[src/rtl/riscv_pipe_ctrl_if.sv]
// ----------------------------------------------------------------------------
// riscv_pipe_ctrl_if
// Bundles the pipeline events seen by the stall/flush sequencer and the
// hold/bubble/redirect controls it returns to the pipeline registers.
//   master : the sequencer (consumes events, drives stall/flush controls)
//   slave  : the pipeline/core side (drives events, consumes controls)
// ----------------------------------------------------------------------------
interface riscv_pipe_ctrl_if;
    // Events from the pipeline
    logic i_riscv_pctrl_trap_wb;
    logic i_riscv_pctrl_memstall_m;
    logic i_riscv_pctrl_divstart_e;
    logic i_riscv_pctrl_loaduse_d;
    logic i_riscv_pctrl_mispredict_e;
    // Controls back to the pipeline
    logic o_riscv_pctrl_stall_pc;
    logic o_riscv_pctrl_stall_fd;
    logic o_riscv_pctrl_stall_de;
    logic o_riscv_pctrl_stall_em;
    logic o_riscv_pctrl_stall_mw;
    logic o_riscv_pctrl_flush_fd;
    logic o_riscv_pctrl_flush_de;
    logic o_riscv_pctrl_flush_em;
    logic o_riscv_pctrl_flush_mw;
    logic o_riscv_pctrl_pcsel_trap;
    logic o_riscv_pctrl_div_done;
    logic o_riscv_pctrl_div_kill;
    logic o_riscv_pctrl_dcache_abort;

    modport master (
        input  i_riscv_pctrl_trap_wb, i_riscv_pctrl_memstall_m, i_riscv_pctrl_divstart_e,
               i_riscv_pctrl_loaduse_d, i_riscv_pctrl_mispredict_e,
        output o_riscv_pctrl_stall_pc, o_riscv_pctrl_stall_fd, o_riscv_pctrl_stall_de,
               o_riscv_pctrl_stall_em, o_riscv_pctrl_stall_mw,
               o_riscv_pctrl_flush_fd, o_riscv_pctrl_flush_de, o_riscv_pctrl_flush_em,
               o_riscv_pctrl_flush_mw, o_riscv_pctrl_pcsel_trap, o_riscv_pctrl_div_done,
               o_riscv_pctrl_div_kill, o_riscv_pctrl_dcache_abort
    );

    modport slave (
        output i_riscv_pctrl_trap_wb, i_riscv_pctrl_memstall_m, i_riscv_pctrl_divstart_e,
               i_riscv_pctrl_loaduse_d, i_riscv_pctrl_mispredict_e,
        input  o_riscv_pctrl_stall_pc, o_riscv_pctrl_stall_fd, o_riscv_pctrl_stall_de,
               o_riscv_pctrl_stall_em, o_riscv_pctrl_stall_mw,
               o_riscv_pctrl_flush_fd, o_riscv_pctrl_flush_de, o_riscv_pctrl_flush_em,
               o_riscv_pctrl_flush_mw, o_riscv_pctrl_pcsel_trap, o_riscv_pctrl_div_done,
               o_riscv_pctrl_div_kill, o_riscv_pctrl_dcache_abort
    );
endinterface

[src/rtl/riscv_pipe_ctrl.sv]
// ----------------------------------------------------------------------------
// riscv_pipe_ctrl
// Stall/flush sequencer for the 5-stage pipeline. Arbitrates trap redirect,
// dcache wait, multi-cycle divide, load-use hazard and branch mispredict, and
// drives hold/bubble controls of PC, IF/ID, ID/EX, EX/MEM and MEM/WB.
// Controls are combinational so they act in the same cycle as the event.
// Ports:
//   i_riscv_pctrl_clk : core clock
//   i_riscv_pctrl_rst : asynchronous reset, active-high (forces bubbles)
//   bus               : riscv_pipe_ctrl_if.master, events in / controls out
// ----------------------------------------------------------------------------
module riscv_pipe_ctrl #(
    parameter int DIV_LAT     = 33,
    parameter int TRAP_REFILL = 2
) (
    input  logic                  i_riscv_pctrl_clk,
    input  logic                  i_riscv_pctrl_rst,
    riscv_pipe_ctrl_if.master     bus
);
    localparam int MAX_CNT = (DIV_LAT > TRAP_REFILL) ? DIV_LAT : TRAP_REFILL;
    localparam int CW      = $clog2(MAX_CNT + 1);

    typedef enum logic [1:0] {
        ST_RUN    = 2'd0,
        ST_DIV    = 2'd1,
        ST_MEM    = 2'd2,
        ST_REFILL = 2'd3
    } state_t;

    state_t          state_q, state_d;
    logic [CW-1:0]   cnt_q, cnt_d;

    logic trap_s, mem_s, div_s, lu_s, mp_s;
    logic stall_pc_s, stall_fd_s, stall_de_s, stall_em_s, stall_mw_s;
    logic flush_fd_s, flush_de_s, flush_em_s, flush_mw_s;
    logic pcsel_s, done_s, kill_s, abort_s;

    assign trap_s = bus.i_riscv_pctrl_trap_wb;
    assign mem_s  = bus.i_riscv_pctrl_memstall_m;
    assign div_s  = bus.i_riscv_pctrl_divstart_e;
    assign lu_s   = bus.i_riscv_pctrl_loaduse_d;
    assign mp_s   = bus.i_riscv_pctrl_mispredict_e;

    // State and counter register
    always_ff @(posedge i_riscv_pctrl_clk or posedge i_riscv_pctrl_rst) begin
        if (i_riscv_pctrl_rst) begin
            state_q <= ST_RUN;
            cnt_q   <= {CW{1'b0}};
        end else begin
            state_q <= state_d;
            cnt_q   <= cnt_d;
        end
    end

    // Next-state and counter update
    always_comb begin
        state_d = state_q;
        cnt_d   = cnt_q;
        if (trap_s) begin
            state_d = ST_REFILL;
            cnt_d   = CW'(TRAP_REFILL - 1);
        end else begin
            case (state_q)
                ST_RUN: begin
                    if (mem_s) begin
                        state_d = ST_MEM;
                    end else if (div_s) begin
                        state_d = ST_DIV;
                        cnt_d   = CW'(DIV_LAT - 2);
                    end else begin
                        state_d = ST_RUN;
                    end
                end
                ST_MEM: begin
                    if (mem_s) begin
                        state_d = ST_MEM;
                    end else begin
                        state_d = ST_RUN;
                    end
                end
                ST_DIV: begin
                    // At zero the result waits for the dcache before it is handed over
                    if (cnt_q == {CW{1'b0}}) begin
                        if (mem_s) begin
                            state_d = ST_DIV;
                        end else begin
                            state_d = ST_RUN;
                        end
                    end else begin
                        cnt_d = cnt_q - CW'(1);
                    end
                end
                ST_REFILL: begin
                    if (cnt_q == {CW{1'b0}}) begin
                        state_d = ST_RUN;
                    end else begin
                        cnt_d = cnt_q - CW'(1);
                    end
                end
                default: begin
                    state_d = ST_RUN;
                    cnt_d   = {CW{1'b0}};
                end
            endcase
        end
    end

    // Stall/flush decode; no register ever sees stall and flush together
    always_comb begin
        stall_pc_s = 1'b0; stall_fd_s = 1'b0; stall_de_s = 1'b0;
        stall_em_s = 1'b0; stall_mw_s = 1'b0;
        flush_fd_s = 1'b0; flush_de_s = 1'b0; flush_em_s = 1'b0; flush_mw_s = 1'b0;
        pcsel_s    = 1'b0; done_s     = 1'b0; kill_s     = 1'b0; abort_s    = 1'b0;
        if (i_riscv_pctrl_rst) begin
            flush_fd_s = 1'b1; flush_de_s = 1'b1; flush_em_s = 1'b1; flush_mw_s = 1'b1;
        end else if (trap_s) begin
            flush_fd_s = 1'b1; flush_de_s = 1'b1; flush_em_s = 1'b1; flush_mw_s = 1'b1;
            pcsel_s    = 1'b1;
            kill_s     = (state_q == ST_DIV);
            abort_s    = mem_s;
        end else begin
            case (state_q)
                ST_RUN, ST_MEM: begin
                    if (mem_s) begin
                        stall_pc_s = 1'b1; stall_fd_s = 1'b1; stall_de_s = 1'b1;
                        stall_em_s = 1'b1; flush_mw_s = 1'b1;
                    end else if (div_s && (state_q == ST_RUN)) begin
                        stall_pc_s = 1'b1; stall_fd_s = 1'b1; stall_de_s = 1'b1;
                        flush_em_s = 1'b1;
                    end else if (mp_s) begin
                        // Mispredict squashes the load-use victim, so no stall is needed
                        flush_fd_s = 1'b1; flush_de_s = 1'b1;
                    end else if (lu_s) begin
                        stall_pc_s = 1'b1; stall_fd_s = 1'b1; flush_de_s = 1'b1;
                    end else begin
                        stall_pc_s = 1'b0;
                    end
                end
                ST_DIV: begin
                    if (mem_s) begin
                        // Hold the older load/store in MEM; EX/MEM keeps it too
                        stall_pc_s = 1'b1; stall_fd_s = 1'b1; stall_de_s = 1'b1;
                        stall_em_s = 1'b1; flush_mw_s = 1'b1;
                    end else if (cnt_q == {CW{1'b0}}) begin
                        done_s = 1'b1;
                    end else begin
                        stall_pc_s = 1'b1; stall_fd_s = 1'b1; stall_de_s = 1'b1;
                        flush_em_s = 1'b1;
                    end
                end
                ST_REFILL: begin
                    flush_fd_s = 1'b1;
                end
                default: begin
                    flush_fd_s = 1'b1; flush_de_s = 1'b1; flush_em_s = 1'b1; flush_mw_s = 1'b1;
                end
            endcase
        end
    end

    assign bus.o_riscv_pctrl_stall_pc     = stall_pc_s;
    assign bus.o_riscv_pctrl_stall_fd     = stall_fd_s;
    assign bus.o_riscv_pctrl_stall_de     = stall_de_s;
    assign bus.o_riscv_pctrl_stall_em     = stall_em_s;
    assign bus.o_riscv_pctrl_stall_mw     = stall_mw_s;
    assign bus.o_riscv_pctrl_flush_fd     = flush_fd_s;
    assign bus.o_riscv_pctrl_flush_de     = flush_de_s;
    assign bus.o_riscv_pctrl_flush_em     = flush_em_s;
    assign bus.o_riscv_pctrl_flush_mw     = flush_mw_s;
    assign bus.o_riscv_pctrl_pcsel_trap   = pcsel_s;
    assign bus.o_riscv_pctrl_div_done     = done_s;
    assign bus.o_riscv_pctrl_div_kill     = kill_s;
    assign bus.o_riscv_pctrl_dcache_abort = abort_s;
endmodule

[src/flat_wrapper.sv]
// flat-port wrapper written by rule: the top's interface ports become plain ports
module riscv_pipe_ctrl_flat 
#(
    parameter int DIV_LAT     = 33,
    parameter int TRAP_REFILL = 2
)
  (i_riscv_pctrl_clk, i_riscv_pctrl_rst, bus_i_riscv_pctrl_trap_wb, bus_i_riscv_pctrl_memstall_m, bus_i_riscv_pctrl_divstart_e, bus_i_riscv_pctrl_loaduse_d, bus_i_riscv_pctrl_mispredict_e, bus_o_riscv_pctrl_stall_pc, bus_o_riscv_pctrl_stall_fd, bus_o_riscv_pctrl_stall_de, bus_o_riscv_pctrl_stall_em, bus_o_riscv_pctrl_stall_mw, bus_o_riscv_pctrl_flush_fd, bus_o_riscv_pctrl_flush_de, bus_o_riscv_pctrl_flush_em, bus_o_riscv_pctrl_flush_mw, bus_o_riscv_pctrl_pcsel_trap, bus_o_riscv_pctrl_div_done, bus_o_riscv_pctrl_div_kill, bus_o_riscv_pctrl_dcache_abort);
  riscv_pipe_ctrl_if bus_i ();
  input  logic i_riscv_pctrl_clk;
  input  logic i_riscv_pctrl_rst;
  input wire logic [$bits(bus_i.i_riscv_pctrl_trap_wb)-1:0] bus_i_riscv_pctrl_trap_wb;
  input wire logic [$bits(bus_i.i_riscv_pctrl_memstall_m)-1:0] bus_i_riscv_pctrl_memstall_m;
  input wire logic [$bits(bus_i.i_riscv_pctrl_divstart_e)-1:0] bus_i_riscv_pctrl_divstart_e;
  input wire logic [$bits(bus_i.i_riscv_pctrl_loaduse_d)-1:0] bus_i_riscv_pctrl_loaduse_d;
  input wire logic [$bits(bus_i.i_riscv_pctrl_mispredict_e)-1:0] bus_i_riscv_pctrl_mispredict_e;
  output wire logic [$bits(bus_i.o_riscv_pctrl_stall_pc)-1:0] bus_o_riscv_pctrl_stall_pc;
  output wire logic [$bits(bus_i.o_riscv_pctrl_stall_fd)-1:0] bus_o_riscv_pctrl_stall_fd;
  output wire logic [$bits(bus_i.o_riscv_pctrl_stall_de)-1:0] bus_o_riscv_pctrl_stall_de;
  output wire logic [$bits(bus_i.o_riscv_pctrl_stall_em)-1:0] bus_o_riscv_pctrl_stall_em;
  output wire logic [$bits(bus_i.o_riscv_pctrl_stall_mw)-1:0] bus_o_riscv_pctrl_stall_mw;
  output wire logic [$bits(bus_i.o_riscv_pctrl_flush_fd)-1:0] bus_o_riscv_pctrl_flush_fd;
  output wire logic [$bits(bus_i.o_riscv_pctrl_flush_de)-1:0] bus_o_riscv_pctrl_flush_de;
  output wire logic [$bits(bus_i.o_riscv_pctrl_flush_em)-1:0] bus_o_riscv_pctrl_flush_em;
  output wire logic [$bits(bus_i.o_riscv_pctrl_flush_mw)-1:0] bus_o_riscv_pctrl_flush_mw;
  output wire logic [$bits(bus_i.o_riscv_pctrl_pcsel_trap)-1:0] bus_o_riscv_pctrl_pcsel_trap;
  output wire logic [$bits(bus_i.o_riscv_pctrl_div_done)-1:0] bus_o_riscv_pctrl_div_done;
  output wire logic [$bits(bus_i.o_riscv_pctrl_div_kill)-1:0] bus_o_riscv_pctrl_div_kill;
  output wire logic [$bits(bus_i.o_riscv_pctrl_dcache_abort)-1:0] bus_o_riscv_pctrl_dcache_abort;
  assign bus_i.i_riscv_pctrl_trap_wb = bus_i_riscv_pctrl_trap_wb;
  assign bus_i.i_riscv_pctrl_memstall_m = bus_i_riscv_pctrl_memstall_m;
  assign bus_i.i_riscv_pctrl_divstart_e = bus_i_riscv_pctrl_divstart_e;
  assign bus_i.i_riscv_pctrl_loaduse_d = bus_i_riscv_pctrl_loaduse_d;
  assign bus_i.i_riscv_pctrl_mispredict_e = bus_i_riscv_pctrl_mispredict_e;
  assign bus_o_riscv_pctrl_stall_pc = bus_i.o_riscv_pctrl_stall_pc;
  assign bus_o_riscv_pctrl_stall_fd = bus_i.o_riscv_pctrl_stall_fd;
  assign bus_o_riscv_pctrl_stall_de = bus_i.o_riscv_pctrl_stall_de;
  assign bus_o_riscv_pctrl_stall_em = bus_i.o_riscv_pctrl_stall_em;
  assign bus_o_riscv_pctrl_stall_mw = bus_i.o_riscv_pctrl_stall_mw;
  assign bus_o_riscv_pctrl_flush_fd = bus_i.o_riscv_pctrl_flush_fd;
  assign bus_o_riscv_pctrl_flush_de = bus_i.o_riscv_pctrl_flush_de;
  assign bus_o_riscv_pctrl_flush_em = bus_i.o_riscv_pctrl_flush_em;
  assign bus_o_riscv_pctrl_flush_mw = bus_i.o_riscv_pctrl_flush_mw;
  assign bus_o_riscv_pctrl_pcsel_trap = bus_i.o_riscv_pctrl_pcsel_trap;
  assign bus_o_riscv_pctrl_div_done = bus_i.o_riscv_pctrl_div_done;
  assign bus_o_riscv_pctrl_div_kill = bus_i.o_riscv_pctrl_div_kill;
  assign bus_o_riscv_pctrl_dcache_abort = bus_i.o_riscv_pctrl_dcache_abort;
  riscv_pipe_ctrl #(.DIV_LAT(DIV_LAT), .TRAP_REFILL(TRAP_REFILL)) u_core (.i_riscv_pctrl_clk(i_riscv_pctrl_clk), .i_riscv_pctrl_rst(i_riscv_pctrl_rst), .bus(bus_i));
endmodule
[config.mk]
export PLATFORM = sky130hd
export DESIGN_NAME = riscv_pipe_ctrl_flat
export DESIGN_NICKNAME = d
export VERILOG_FILES = /design/src/rtl/riscv_pipe_ctrl_if.sv /design/src/rtl/riscv_pipe_ctrl.sv /design/src/flat_wrapper.sv
export SDC_FILE = /design/constraint.sdc
export NUM_CORES = 1
export LEC_CHECK = 0
export ABC_AREA = 1
export BUFFER_PORTS_ARGS = -buffer_cell sky130_fd_sc_hd__clkbuf_2
export CORE_MARGIN = 10
export CORE_UTILIZATION = 49
export CTS_CLUSTER_SIZE = 20
export DETAILED_ROUTE_END_ITERATION = 7
export GPL_TIMING_DRIVEN = 1
export PLACE_DENSITY = 0.76
export SETUP_SLACK_MARGIN = 0.1
export SYNTH_ARGS = -nofsm -noshare
export SYNTH_HDL_FRONTEND = slang
export SYNTH_SLANG_ARGS = --single-unit
[constraint.sdc]
create_clock -name i_riscv_pctrl_clk -period 2.4 [get_ports i_riscv_pctrl_clk]
set_input_delay 0.24 -clock i_riscv_pctrl_clk [delete_from_list [all_inputs] [get_ports i_riscv_pctrl_clk]]
set_output_delay 0.24 -clock i_riscv_pctrl_clk [all_outputs]
set_load 0.01 [all_outputs]
Yosys cells after proc, flatten, opt, wreduce, memory -nomap -nowiden
Cells that the tools add are included.
Cells by class
  add/sub/neg operators: 1
  equal/unequal tests: 8
  multiplexer cells: 61
  reduce and logical (&&, ||, !) cells: 9
Operators with widths (number)
  two-way mux 1 bit: 46
  two-way mux 6 bit: 4
  one-hot mux 6 bit (2 select lines): 1
  two-way mux 2 bit: 5
  inequality test 3 bit, second input constant: 3
  one-hot mux 1 bit (2 select lines): 4
  one-hot mux 2 bit (4 select lines): 1
  logical NOT 6 bit: 1
  inequality test 3 x 2 -> 1 bit, second input constant: 2
  subtractor 6 x 1 -> 6 bit, second input constant: 1
  equality test 2 bit, second input constant: 2
  AND reduction 4 bit: 1
  OR reduction 2 bit: 2
  nonzero test 3 bit: 1
  OR reduction 3 bit: 1
  equality test 2 x 1 -> 1 bit, second input constant: 1
  logical NOT 2 bit: 1
  AND reduction 2 bit: 1
  logical AND 1 bit: 1
Storage, ports and cells
  flip-flop bits (word level): 8
  input bits: 7
  output and inout bits: 13
  word-level logic and storage cells: 81

Depth between registers and ports, before layout
Gate-level depths: netlist of the first run.
  word-level depth: 7
  depth in mapped cells: 8
  mapped depth without buffers: 8

Worst setup path after synthesis of the first run
Ideal clock, no wire load.
  path kind: register to output
  start: register u_core.state_q[0]
  end: output port bus_o_riscv_pctrl_stall_pc
  arrival: 1.253 ns
  required time: 2.160 ns
  slack: 0.907 ns
  stages on the path, launching flop included: 8
  path buffers: 2
  cells stage by stage: dfrtp_1 buf_6 nor2_4 nand2_2 nand3_1 nand2_1 a21oi_1 buf_4
Between the ends
  longest elaborated chain between the ends: 7
  elaborated cells on any way between the ends: 10
  those cells by class: 2 x eq/ne; 5 x mux; 3 x reduce/logical
RTL lines
  from (decl): line riscv_pipe_ctrl.sv:30  | state_t state_q, state_d;
  from (signal assigned): line riscv_pipe_ctrl.sv:50  | state_q <= state_d;
  logical NOT 2 bit
  logical AND 1 bit: line riscv_pipe_ctrl.sv:127  | end else if (div_s && (state_q == ST_RUN)) begin
  two-way mux 1 bit (2 in a row)
  one-hot mux 1 bit (2 select lines) *
  two-way mux 1 bit * (2 in a row)
  to (decl): line flat_wrapper.sv:16  | output wire logic [$bits(bus_i.o_riscv_pctrl_stall_pc)-1:0] bus_o_riscv_pctrl_stall_pc;
Mark *: on every way between the ends. The rest lies on a longest branch, timed or not.

Final worst setup path of the first run
  start: input port i_riscv_pctrl_rst
  end: output port bus_o_riscv_pctrl_div_done
Between the ends
  longest elaborated chain between the ends: 1
RTL lines
  from (decl): line flat_wrapper.sv:10  | input logic i_riscv_pctrl_rst;
  two-way mux 1 bit: line riscv_pipe_ctrl.sv:114  | if (i_riscv_pctrl_rst) begin
  to (decl): line flat_wrapper.sv:26  | output wire logic [$bits(bus_i.o_riscv_pctrl_div_done)-1:0] bus_o_riscv_pctrl_div_done;
Every way passes these cells.

==> metrics.md, run 1 <==
| Metric | Value |
|---|---|
| VDD IR max | `between 500 and 600 uV` |
| Buffers inserted by post-CTS timing repair | `0` |
| Initial DRT Pass Iterations | `4` |
| TritonCTS buffer count | `3` |
| Share of total power in combinational logic | `0.577` |
| Y dimension of the die | `57.9 um` |
| Clock Tree Root | `sky130_fd_sc_hd__clkbuf_4` |
| Horizontal extent of the die | `57.9 um` |
| Internal portion of total power | `0.000411 W` |
| Overall global routing resource usage | `0.117` |
| Most frequent cells in the layout | `26 x sky130_fd_sc_hd__nand2_1, 18 x sky130_fd_sc_hd__clkbuf_2, 15 x sky130_fd_sc_hd__inv_1, 15 x sky130_fd_sc_hd__nand3_1, 8 x sky130_fd_sc_hd__dfrtp_1` |
| Post-CTS resize count | `0` |
| Flip-flop and latch count after synthesis | `8` |
| Area of the mapped netlist | `a little over 700 um^2` |
| Vias in the first global route | `752` |
| Count of inserted antenna diode cells | `0` |
| Final Hold Vio Count | `0` |
| Port buffer count | `18` |
| GP Congestion | `0.918` |
| Sequential share of the synthesized area | `0.284` |
| Largest net degree at the start of global routing | `10` |
| Via Count | `between 700 and 800` |
| Crit Path Max Fanout | `9` |
| Fin Setup TNS | `0 ns` |
| Mean cell area of the mapped netlist | `~7 um^2` |
| Synth cell types | `24` |
| Setup-violating endpoint count in the final report | `0` |
| Wire per inst | `about 13 um` |
| Total wire length after detailed routing | `1840 um` |
| Max-Cap Viols | `0` |
| Pwr per Cell Area | `1030 nW/um^2` |
| Number of remaining DRC errors | `0` |
| Worst Clk Skew | `approximately 0.014 ns` |
| Initial Util | `0.528` |
| Share of power burned in registers | `0.298` |
| Total die area | `3350 um^2` |
| Number of vias per cell after detailed routing | `5.52` |
| Register clock-pin slew on the reported worst setup and hold paths | `roughly 0.06 ns` |
| Worst hold margin | `approximately 0.3 ns` |
| Critical path launch point type | `input port` |
| Main area contributors after synthesis | `sky130_fd_sc_hd__dfrtp_1 28%, sky130_fd_sc_hd__nand2_1 14%, sky130_fd_sc_hd__nand3_1 11%, sky130_fd_sc_hd__inv_1 8.0%, sky130_fd_sc_hd__ha_1 3.6%` |
| Core ar. | `between 1000 and 1500 um^2` |
| Net switching power figure | `0.000431 W` |
| Post-DP HPWL | `between 1500 and 2000 um` |
| Violation count after the first detailed-route iteration | `19` |
| Storage cell area | `about 200 um^2` |
| Final period utilization | `0.851` |
| Sinks on the clock net | `8` |
| Critical path arrival | `1.80 ns` |
| Antenna violations before repair | `0` |
| Wire length on met3 | `roughly 170 um` |
| Sw frac | `0.512` |
| Layout cells sized above 1 | `0.254` |
| Final-report max-slew violation count | `0` |
| Crit path capture type | `output pin` |
| CTS tree | `yes` |
| Area used by multi-input combinational logic | `418 um^2` |
| Net count of the mapped netlist | `112` |
| Routed metal-1 wirelength | `740 um` |
| Hold Buf Count CTS | `1` |
| Fmax | `490 MHz` |
| Clock network fraction of design power | `0.125` |
| Run status | `finished clean` |
| Synth Instances | `103` |
| Final min period | `2.04 ns` |
| Detail Route met2 WL | `861 um` |
| Boundary pin count | `20` |
| Leakage | `0.465 nW` |
| Unrepaired setup endpoints after global routing | `no` |
| Area share of the leading cell type in the synthesized netlist | `0.284` |
| Library cell occupying the most area in the post-synthesis netlist | `sky130_fd_sc_hd__dfrtp_1` |
| Count of nets after finishing | `133` |
| Count of nets left with antenna violations after detail routing | `0` |
| Path type of the worst min-delay path | `in -> reg` |
| DR top layer | `met4` |
| Maximum level of the CTS H-tree | `1` |
| Worst EP required | `about 2.2 ns` |
| Total number of yosys warnings | `0` |
| Most common cell after layout, fill and taps aside | `sky130_fd_sc_hd__nand2_1` |
| Clk buf depth | `2` |
| Aggregate global routing overflow | `0` |
| Synthesis-to-layout area growth | `16.3%` |
| Filler instances | `about 130` |
| First-pass GRT wire length | `3190 um` |
| Category of the critical setup timing path | `in -> out` |
| Clock insertion delay at the later pin of the skew report | `0.27 ns` |
| Std cell rows | `13` |
==> layer usage <==
layer / up-vias / track usage
met5: - / 0
met4: 0 / 0.0772
met3: 7 / 0.0523
met2: 31 / 0.192
met1: 342 / 0.116
li1: 376 / -
==> final cells by class <==
type                            instances  area share
Clock buffer                            3      0.0275
Tap cell                               15      0.0229
Inverter                               16      0.0733
Sequential cell                         8       0.244
Multi-Input combinational cell         76       0.510
Timing Repair Buffer                   19       0.122
==> cell families (layout without fill, tap and decap cells) <==
kind of cell / Yosys count / after routing / share of synthesized area
fa+ha+maj: 2 / 2 / 0.0355
other cells: 1 / 1 / 0.00532
simple gates: 60 / 60 / 0.432
flops: 8 / 8 / 0.284
buf+inv: 19 / 38 / 0.123
compound gates: 13 / 13 / 0.121
==> path summary, 6_finish.rpt <==
check | start | to | slack, ns | depth (start not counted)
worst max-delay path | i_riscv_pctrl_rst | bus_o_riscv_pctrl_div_done | 0.36 | 6
worst min-delay path | bus_i_riscv_pctrl_memstall_m | u_core.state_q[1]$_DFFE_PP0P_ | 0.29 | 3
worst max register to register | u_core.cnt_q[1]$_DFFE_PP0P_ | u_core.cnt_q[1]$_DFFE_PP0P_ | 1.02 | 7
worst min register to register | u_core.cnt_q[5]$_DFFE_PP0P_ | u_core.cnt_q[5]$_DFFE_PP0P_ | 0.59 | 2
max in group asynchronous | i_riscv_pctrl_rst | u_core.cnt_q[1]$_DFFE_PP0P_ | 1.62 | 3
min in group asynchronous | i_riscv_pctrl_rst | u_core.cnt_q[2]$_DFFE_PP0P_ | 0.52 | 3
==> sequential cells by signal, indices dropped and copies added, names as in the netlist <==
name / flops
u_core.cnt_q: 6
u_core.state_q: 2
==> cell usage after synthesis (all sizes together) <==
library cell / instances
conb: 1
ha: 2
inv: 16
nor4: 1
dfrtp: 8
a21oi: 5
buf: 3
nor2: 9
nand2: 29
o211ai: 2
o21ai: 6
nor3: 3
nand4: 2
nand3: 16
==> power by group through the flow <==
| stage | combinational [W] | clock (W) | sequential, W |
|---|---|---|---|
| floorplan | 0.000400 | 0 | 0.000225 |
| global placement | 0.000474 | 0 | 0.000249 |
| global route | 0.000550 | 0.000121 | 0.000257 |
| detailed placement | 0.000482 | 0 | 0.000250 |
| CTS | 0.000487 | 0.000110 | 0.000248 |
| finish | 0.000486 | 0.000106 | 0.000251 |
==> worst max-delay path, stage by stage <==
cell                            delay [ns]
sky130_fd_sc_hd__dlygate4sd3_1        0.54
sky130_fd_sc_hd__clkbuf_2             0.15
sky130_fd_sc_hd__inv_1                0.27
sky130_fd_sc_hd__nand2_1              0.15
sky130_fd_sc_hd__nor4_1               0.28
sky130_fd_sc_hd__clkbuf_2             0.19
==> per-stage QoR <==
stage,worst slack [ns],instances,power [W],instance area [um^2],utilization
after global routing,0.237,137,0.000928,820,0.614
after CTS,0.342,137,0.000844,820,0.614
final,0.358,137,0.000843,820,0.614
after global placement,0.876,133,0.000723,787,0.590
after floorplan,0.907,103,0.000624,704,-
after detailed placement,0.903,133,0.000732,787,0.590
No activity file was read; power rests on OpenSTA's default activity.
==> run 2: changes to the inputs <==
- PLACE_DENSITY: 0.76 -> 0.87
- clock period: 2.4 -> 2.1 ns (I/O delays scaled with it)
==> run 2 against run 1 <==
Design area rose by 0.46%. First-iteration DRC count rose by 11%. Via count is 1.2% lower. Register-to-register slack worse by 0.24 ns. Critical endpoint is now bus_o_riscv_pctrl_flush_de.
==> metrics.md, run 2 (synthesized netlist as in run 1, its figures left out) <==
| Metric | Value |
|---|---|
| Count of inserted antenna diode cells | `0 (unchanged)` |
| Number of remaining DRC errors | `0 (unchanged)` |
| Overall global routing resource usage | `0.110 (-0.00686)` |
| Count of nets after finishing | `133 (unchanged)` |
| Largest net degree at the start of global routing | `10 (unchanged)` |
| Total die area | `3350 um^2 (unchanged)` |
| Critical path arrival | `1.68 ns (-0.12 ns)` |
| Clock Tree Root | `sky130_fd_sc_hd__clkbuf_4` |
| Count of cells along the worst register-to-register path | `7 (unchanged)` |
| Overall power consumption | `0.000936 W (+11%)` |
| Clock insertion delay at the later pin of the skew report | `0.24 ns (-0.03 ns)` |
| Registers with the most flip-flops | `u_core.cnt_q x6, u_core.state_q x2` |
| Via Count | `747 (-1.2%)` |
| Final-report max-slew violation count | `0 (unchanged)` |
| GP Congestion | `0.919 (about the same)` |
| Wire per inst | `12.7 um (-5.5%)` |
| CP max stage cell | `sky130_fd_sc_hd__dlygate4sd3_1` |
| Aggregate global routing overflow | `0 (unchanged)` |
| Standard cell area after detailed placement | `787 um^2 (unchanged)` |
| Most common cell after layout, fill and taps aside | `sky130_fd_sc_hd__nand2_1` |
| Maximum level of the CTS H-tree | `1 (unchanged)` |
| Category of the critical setup timing path | `in -> out` |
| Final period utilization | `0.900` |
| Crit Path Max Fanout | `9 (unchanged)` |
| Cell class contributing the biggest share of worst-path delay | `buffers and inverters` |
| First-pass GRT wire length | `3110 um (-2.8%)` |
| Number of buffer and inverter instances along the worst setup path | `5 (+1)` |
| Fin Setup TNS | `0 ns (unchanged)` |
| Crit-path most repeated cell | `sky130_fd_sc_hd__clkbuf_2` |
| Horizontal extent of the die | `57.9 um (unchanged)` |
| Flip-flop count of the largest register, all copies and words added | `6 (unchanged)` |
| Stage delay of the slowest cell on the critical path | `0.52 ns (-0.02 ns)` |
| Crit path capture type | `output pin` |
| Fmax | `~530 MHz` |
| Core ar. | `1330 um^2 (unchanged)` |
| Leakage | `0.460 nW (-1.1%)` |
| VDD IR max | `855 uV (+65%)` |
| Run status | `finished clean` |
| Most frequent cells in the layout | `26 x sky130_fd_sc_hd__nand2_1, 18 x sky130_fd_sc_hd__clkbuf_2, 15 x sky130_fd_sc_hd__nand3_1` |
| Layout cells sized above 1 | `0.262 (+0.00820)` |
| Clk buf depth | `2 (unchanged)` |
| Buffers inserted by post-CTS timing repair | `0 (unchanged)` |
| Terminating pin of the worst hold path | `u_core.state_q[1]$_DFFE_PP0P_` |
| Worst Min Path Start | `bus_i_riscv_pctrl_memstall_m` |
| Final Hold Vio Count | `0 (unchanged)` |
| Worst Clk Skew | `0.00765 ns (-0.00609 ns)` |
| Cells along the critical path | `dlygate4sd3_1 > clkbuf_2 > clkinvlp_4 > nand2_1 > inv_1 > o21ai_0 > clkbuf_2` |
| Antenna violations before repair | `0 (unchanged)` |
| Critical path launch point type | `input port` |
| Sinks on the clock net | `8 (unchanged)` |
| CTS tree | `yes` |
| Area used by multi-input combinational logic | `418 um^2 (unchanged)` |
| Initial DRT Pass Iterations | `4 (unchanged)` |
| Initial Util | `0.528 (unchanged)` |
| Non-Filler Cell Area, Final | `823 um^2 (+0.46%)` |
| Top register by number of flip-flops | `u_core.cnt_q` |
| Total wire length after detailed routing | `1740 um (-5.5%)` |
| Final min period | `1.89 ns` |
| Minimum setup slack among reg-to-reg paths | `0.78 ns (-0.24 ns)` |
| Reg-to-reg startpoint | `u_core.cnt_q[0]$_DFFE_PP0P_` |
| Port buffer count | `18 (unchanged)` |
| Count of nets left with antenna violations after detail routing | `0 (unchanged)` |
| Violation count after the first detailed-route iteration | `21 (+2)` |
| Boundary pin count | `20 (unchanged)` |
| Pwr per Cell Area | `1140 nW/um^2 (+11%)` |
| Register clock-pin slew on the reported worst setup and hold paths | `0.04 ns (-0.02 ns)` |
| Std cell rows | `13 (unchanged)` |
| Number of vias per cell after detailed routing | `5.45 (-1.2%)` |
| Vias in the first global route | `704 (-6.4%)` |
| Filler instances | `123 (-2.4%)` |
| Path type of the worst min-delay path | `in -> reg` |
| Storage cell area | `200 um^2 (unchanged)` |
| Post-DP HPWL | `1440 um (-4.7%)` |
| TritonCTS buffer count | `3 (unchanged)` |
| Setup-violating endpoint count in the final report | `0 (unchanged)` |
| Unrepaired setup endpoints after global routing | `no` |
| Synthesis-to-layout area growth | `16.9%` |
| Worst hold margin | `0.314 ns (+0.0190 ns)` |
| Capturing point of the worst reg2reg path | `u_core.cnt_q[3]$_DFFE_PP0P_` |
| Max-Cap Viols | `0 (unchanged)` |
| Worst EP required | `1.89 ns (-0.27 ns)` |
| Y dimension of the die | `57.9 um (unchanged)` |
| Min-Delay Path Depth | `3 (unchanged)` |
## run 2: routing by layer
metal | part of all wire | GRT usage
met4 | 0.012 | 0.0201
met5 | 0 | 0
met2 | 0.52 | 0.187
met1 | 0.42 | 0.135
met3 | 0.047 | 0.0283
## run 2: layout make-up
type                            count  share of cell area
Multi-Input combinational cell     76               0.508
Sequential cell                     8               0.243
Timing Repair Buffer               19               0.122
Inverter                           16              0.0775
Clock buffer                        3              0.0274
Tap cell                           15              0.0228
## run 2: how the worst max path moves through the flow
stage	startpoint	endpoint	slack, ns	cells past startpoint
6_report	i_riscv_pctrl_rst	bus_o_riscv_pctrl_flush_de	0.21	7
3_5_place_dp	u_core.state_q[0]$_DFFE_PP0P_	bus_o_riscv_pctrl_stall_pc	0.64	6
3_3_place_gp	u_core.state_q[0]$_DFFE_PP0P_	bus_o_riscv_pctrl_stall_fd	0.64	6
5_1_grt	i_riscv_pctrl_rst	bus_o_riscv_pctrl_flush_de	0.11	7
4_1_cts	i_riscv_pctrl_rst	bus_o_riscv_pctrl_div_done	0.12	6
2_1_floorplan	u_core.state_q[0]$_DFFE_PP0P_	bus_o_riscv_pctrl_stall_pc	0.64	7
## run 2: timing repair
item / in CTS / in global routing
setup endpoints to repair: 0 / 3
hold buffers: 1 / 0
hold endpoints to repair: 8 / 0
resized for setup: 0 / 1
## run 2: per-stage QoR
step           instances  utilization  setup WS, ns
2_1_floorplan        103            -         0.637
3_3_place_gp         133        0.590         0.643
3_5_place_dp         133        0.590         0.643
4_1_cts              137        0.614         0.125
5_1_grt              137        0.617         0.108
6_report             137        0.617         0.211
## run 2: power by group
part           total (W)  internal, W  switching (W)
Combinational   0.000543     0.000195       0.000348
Clock           0.000109    0.0000648      0.0000439
Sequential      0.000285     0.000211      0.0000740
Total           0.000936     0.000470       0.000466
## run 2: tightest hold or removal path, delay by kind of cell
kind / cells / cell delay (ns)
AOI/OAI and AO/OA: 2 / 0.15
buffers and inverters: 1 / 0.15
==> run 3: changes to the inputs <==
- CTS_BUF_LIST: unset -> sky130_fd_sc_hd__clkbuf_2
==> run 3 against run 2 <==
Clock-buffer cell count is the same. Combinational power is 0.7% higher. Cell count unchanged.
==> metrics.md, run 3 (synthesized netlist as in run 1, its figures left out) <==
| Metric | Value |
|---|---|
| Run status | `finished clean` |
| Placed cell count | `133 (unchanged)` |
| Core ar. | `1330 um^2 (unchanged)` |
| VDD IR max | `655 uV (-23%)` |
| CTS tree | `yes` |
| Number of buffer and inverter instances along the worst setup path | `5 (unchanged)` |
| Unrepaired setup endpoints after global routing | `no` |
| Count of nets after finishing | `133 (unchanged)` |
| Critical path arrival | `1.66 ns (-0.02 ns)` |
| Number of remaining DRC errors | `0 (unchanged)` |
| Net switching power figure | `0.000472 W (+1.3%)` |
| Filler instances | `124 (+0.81%)` |
| Max-Cap Viols | `0 (unchanged)` |
| Clock network fraction of design power | `0.093 (-0.023)` |
| Clk buf depth | `2 (unchanged)` |
| Top register by number of flip-flops | `u_core.cnt_q` |
| Post-DP HPWL | `1440 um (unchanged)` |
| Crit-path most repeated cell | `sky130_fd_sc_hd__clkbuf_2` |
| Registers with the most flip-flops | `u_core.cnt_q x6, u_core.state_q x2` |
| Maximum level of the CTS H-tree | `1 (unchanged)` |
| Final Hold Vio Count | `0 (unchanged)` |
| Worst Clk Skew | `0.0115 ns (+0.00384 ns)` |
| Synthesis-to-layout area growth | `15.8%` |
| Number of vias per cell after detailed routing | `5.28 (-3.1%)` |
| Stage delay of the slowest cell on the critical path | `0.52 ns (about the same)` |
| Boundary pin count | `20 (unchanged)` |
| GP Congestion | `0.919 (unchanged)` |
| Share of total power in combinational logic | `0.597 (+0.017)` |
| Category of the critical setup timing path | `in -> out` |
| Final min period | `1.87 ns (-0.0163 ns)` |
| Port buffer count | `18 (unchanged)` |
| Fin Setup TNS | `0 ns (unchanged)` |
| Crit path capture type | `output pin` |
| Final Instance Count excl. Fillers | `137 (unchanged)` |
| Std cell rows | `13 (unchanged)` |
| Layout cells sized above 1 | `0.262 (unchanged)` |
| Vias in the first global route | `702 (-0.28%)` |
| Final-report max-slew violation count | `0 (unchanged)` |
| Total wire length after detailed routing | `1770 um (+1.7%)` |
| First-pass GRT wire length | `3130 um (+0.64%)` |
| Share of power burned in registers | `0.310 (+0.006)` |
| Storage cell area | `200 um^2 (unchanged)` |
| Internal portion of total power | `0.000444 W (-5.6%)` |
| Y dimension of the die | `57.9 um (unchanged)` |
| Antenna violations before repair | `0 (unchanged)` |
| Clock Tree Root | `sky130_fd_sc_hd__clkbuf_2` |
| Cells along the critical path | `dlygate4sd3_1 > clkbuf_2 > clkinvlp_4 > nand2_1 > inv_1 > o211ai_1 > clkbuf_2` |
| Total die area | `3350 um^2 (unchanged)` |
| Wire per inst | `12.9 um (+1.7%)` |
| Clock insertion delay at the later pin of the skew report | `0.23 ns (about the same)` |
| Overall global routing resource usage | `0.112 (+0.00261)` |
| Pwr per Cell Area | `1120 nW/um^2 (-1.3%)` |
| Critical path launch point type | `input port` |
| Violation count after the first detailed-route iteration | `22 (+4.8%)` |
| Register clock-pin slew on the reported worst setup and hold paths | `0.06 ns (+0.02 ns)` |
| Cell class contributing the biggest share of worst-path delay | `buffers and inverters` |
| Leakage | `0.458 nW (-0.29%)` |
| Count of nets left with antenna violations after detail routing | `0 (unchanged)` |
| Largest net degree at the start of global routing | `10 (unchanged)` |
| Setup-violating endpoint count in the final report | `0 (unchanged)` |
| Worst EP required | `1.89 ns (about the same)` |
| Horizontal extent of the die | `57.9 um (unchanged)` |
| Count of inserted antenna diode cells | `0 (unchanged)` |
| Initial DRT Pass Iterations | `4 (unchanged)` |
| Initial Util | `0.528 (unchanged)` |
| TritonCTS buffer count | `3 (unchanged)` |
| Flip-flop count of the largest register, all copies and words added | `6 (unchanged)` |
| Aggregate global routing overflow | `0 (unchanged)` |
| Fmax | `534 MHz (+0.87%)` |
| Sw frac | `0.515 (+0.0176)` |
| Most frequent cells in the layout | `26 x sky130_fd_sc_hd__nand2_1, 21 x sky130_fd_sc_hd__clkbuf_2, 15 x sky130_fd_sc_hd__nand3_1` |
| CP max stage cell | `sky130_fd_sc_hd__dlygate4sd3_1` |
| Sinks on the clock net | `8 (unchanged)` |
| Final period utilization | `0.892 (-0.00775)` |
| Path type of the worst min-delay path | `in -> reg` |
| Crit Path Max Fanout | `9 (unchanged)` |
| Area used by multi-input combinational logic | `418 um^2 (unchanged)` |
| Most common cell after layout, fill and taps aside | `sky130_fd_sc_hd__nand2_1` |
| Via Count | `724 (-3.1%)` |
-- run 3: cell count changes in the layout (fill, tap and decap cells not counted) --
cell                       before  now
sky130_fd_sc_hd__clkbuf_2      18   21
sky130_fd_sc_hd__clkbuf_4       3    0
-- run 3: final timing paths --
check,cells after the start,slack (ns),to,start
max,7,0.23,bus_o_riscv_pctrl_flush_em,i_riscv_pctrl_rst
min,3,0.33,u_core.state_q[1]$_DFFE_PP0P_,bus_i_riscv_pctrl_memstall_m
max reg2reg,7,0.77,u_core.cnt_q[3]$_DFFE_PP0P_,u_core.cnt_q[0]$_DFFE_PP0P_
min reg2reg,3,0.59,u_core.cnt_q[0]$_DFFE_PP0P_,u_core.cnt_q[0]$_DFFE_PP0P_
max in group asynchronous,3,1.44,u_core.cnt_q[2]$_DFFE_PP0P_,i_riscv_pctrl_rst
min in group asynchronous,3,0.49,u_core.cnt_q[3]$_DFFE_PP0P_,i_riscv_pctrl_rst
-- run 3: layer usage --
| metal | global-route usage | share of wire |
|---|---|---|
| met1 | 0.135 | 0.42 |
| met2 | 0.187 | 0.54 |
| met3 | 0.0349 | 0.039 |
| met4 | 0.0302 | 0 |
| met5 | 0 | 0 |
-- run 3: through the flow --
step           hold slack [ns]  power (W)  setup slack (ns)  utilization  instance area [um^2]
6_report                 0.330   0.000916             0.227        0.612                   816
5_1_grt                  0.334    0.00101             0.108        0.612                   816
4_1_cts                  0.316   0.000911             0.125        0.609                   812
3_5_place_dp             0.203   0.000820             0.643        0.590                   787
3_3_place_gp             0.206   0.000802             0.643        0.590                   787
2_1_floorplan           0.0339   0.000713             0.637            -                   704
-- run 3: power groups by stage --
| stage | clock network [W] | logic, W | registers (W) |
|---|---|---|---|
| after detailed placement | 0 | 0.000535 | 0.000285 |
| final | 0.0000850 | 0.000547 | 0.000284 |
| after global placement | 0 | 0.000520 | 0.000283 |
| after global routing | 0.0000946 | 0.000623 | 0.000292 |
| after CTS | 0.0000883 | 0.000541 | 0.000282 |
| after floorplan | 0 | 0.000457 | 0.000257 |
-- run 3: worst register-to-register path: cells and delay by family, from the launching register on --
kind	cells	cell delay [ns]
adders and majority gates	1	0.24
DFF	1	0.36
buffers and inverters	1	0.15
and+or+nand+nor	5	0.48
-- run 3: cell type report --
type                    count  share of cell area
clock buffers               3              0.0184
repair buffers             19               0.123
flip-flops and latches      8               0.245
multi-input cells          76               0.512
inverters                  16              0.0782
well taps                  15              0.0230
-- run 3: repair_timing --
action,CTS,global route
hold buffers,1,0
gates resized for setup,0,1
setup buffers,0,0
endpoints found under the hold margin,8,0
endpoints found under the setup margin,0,3
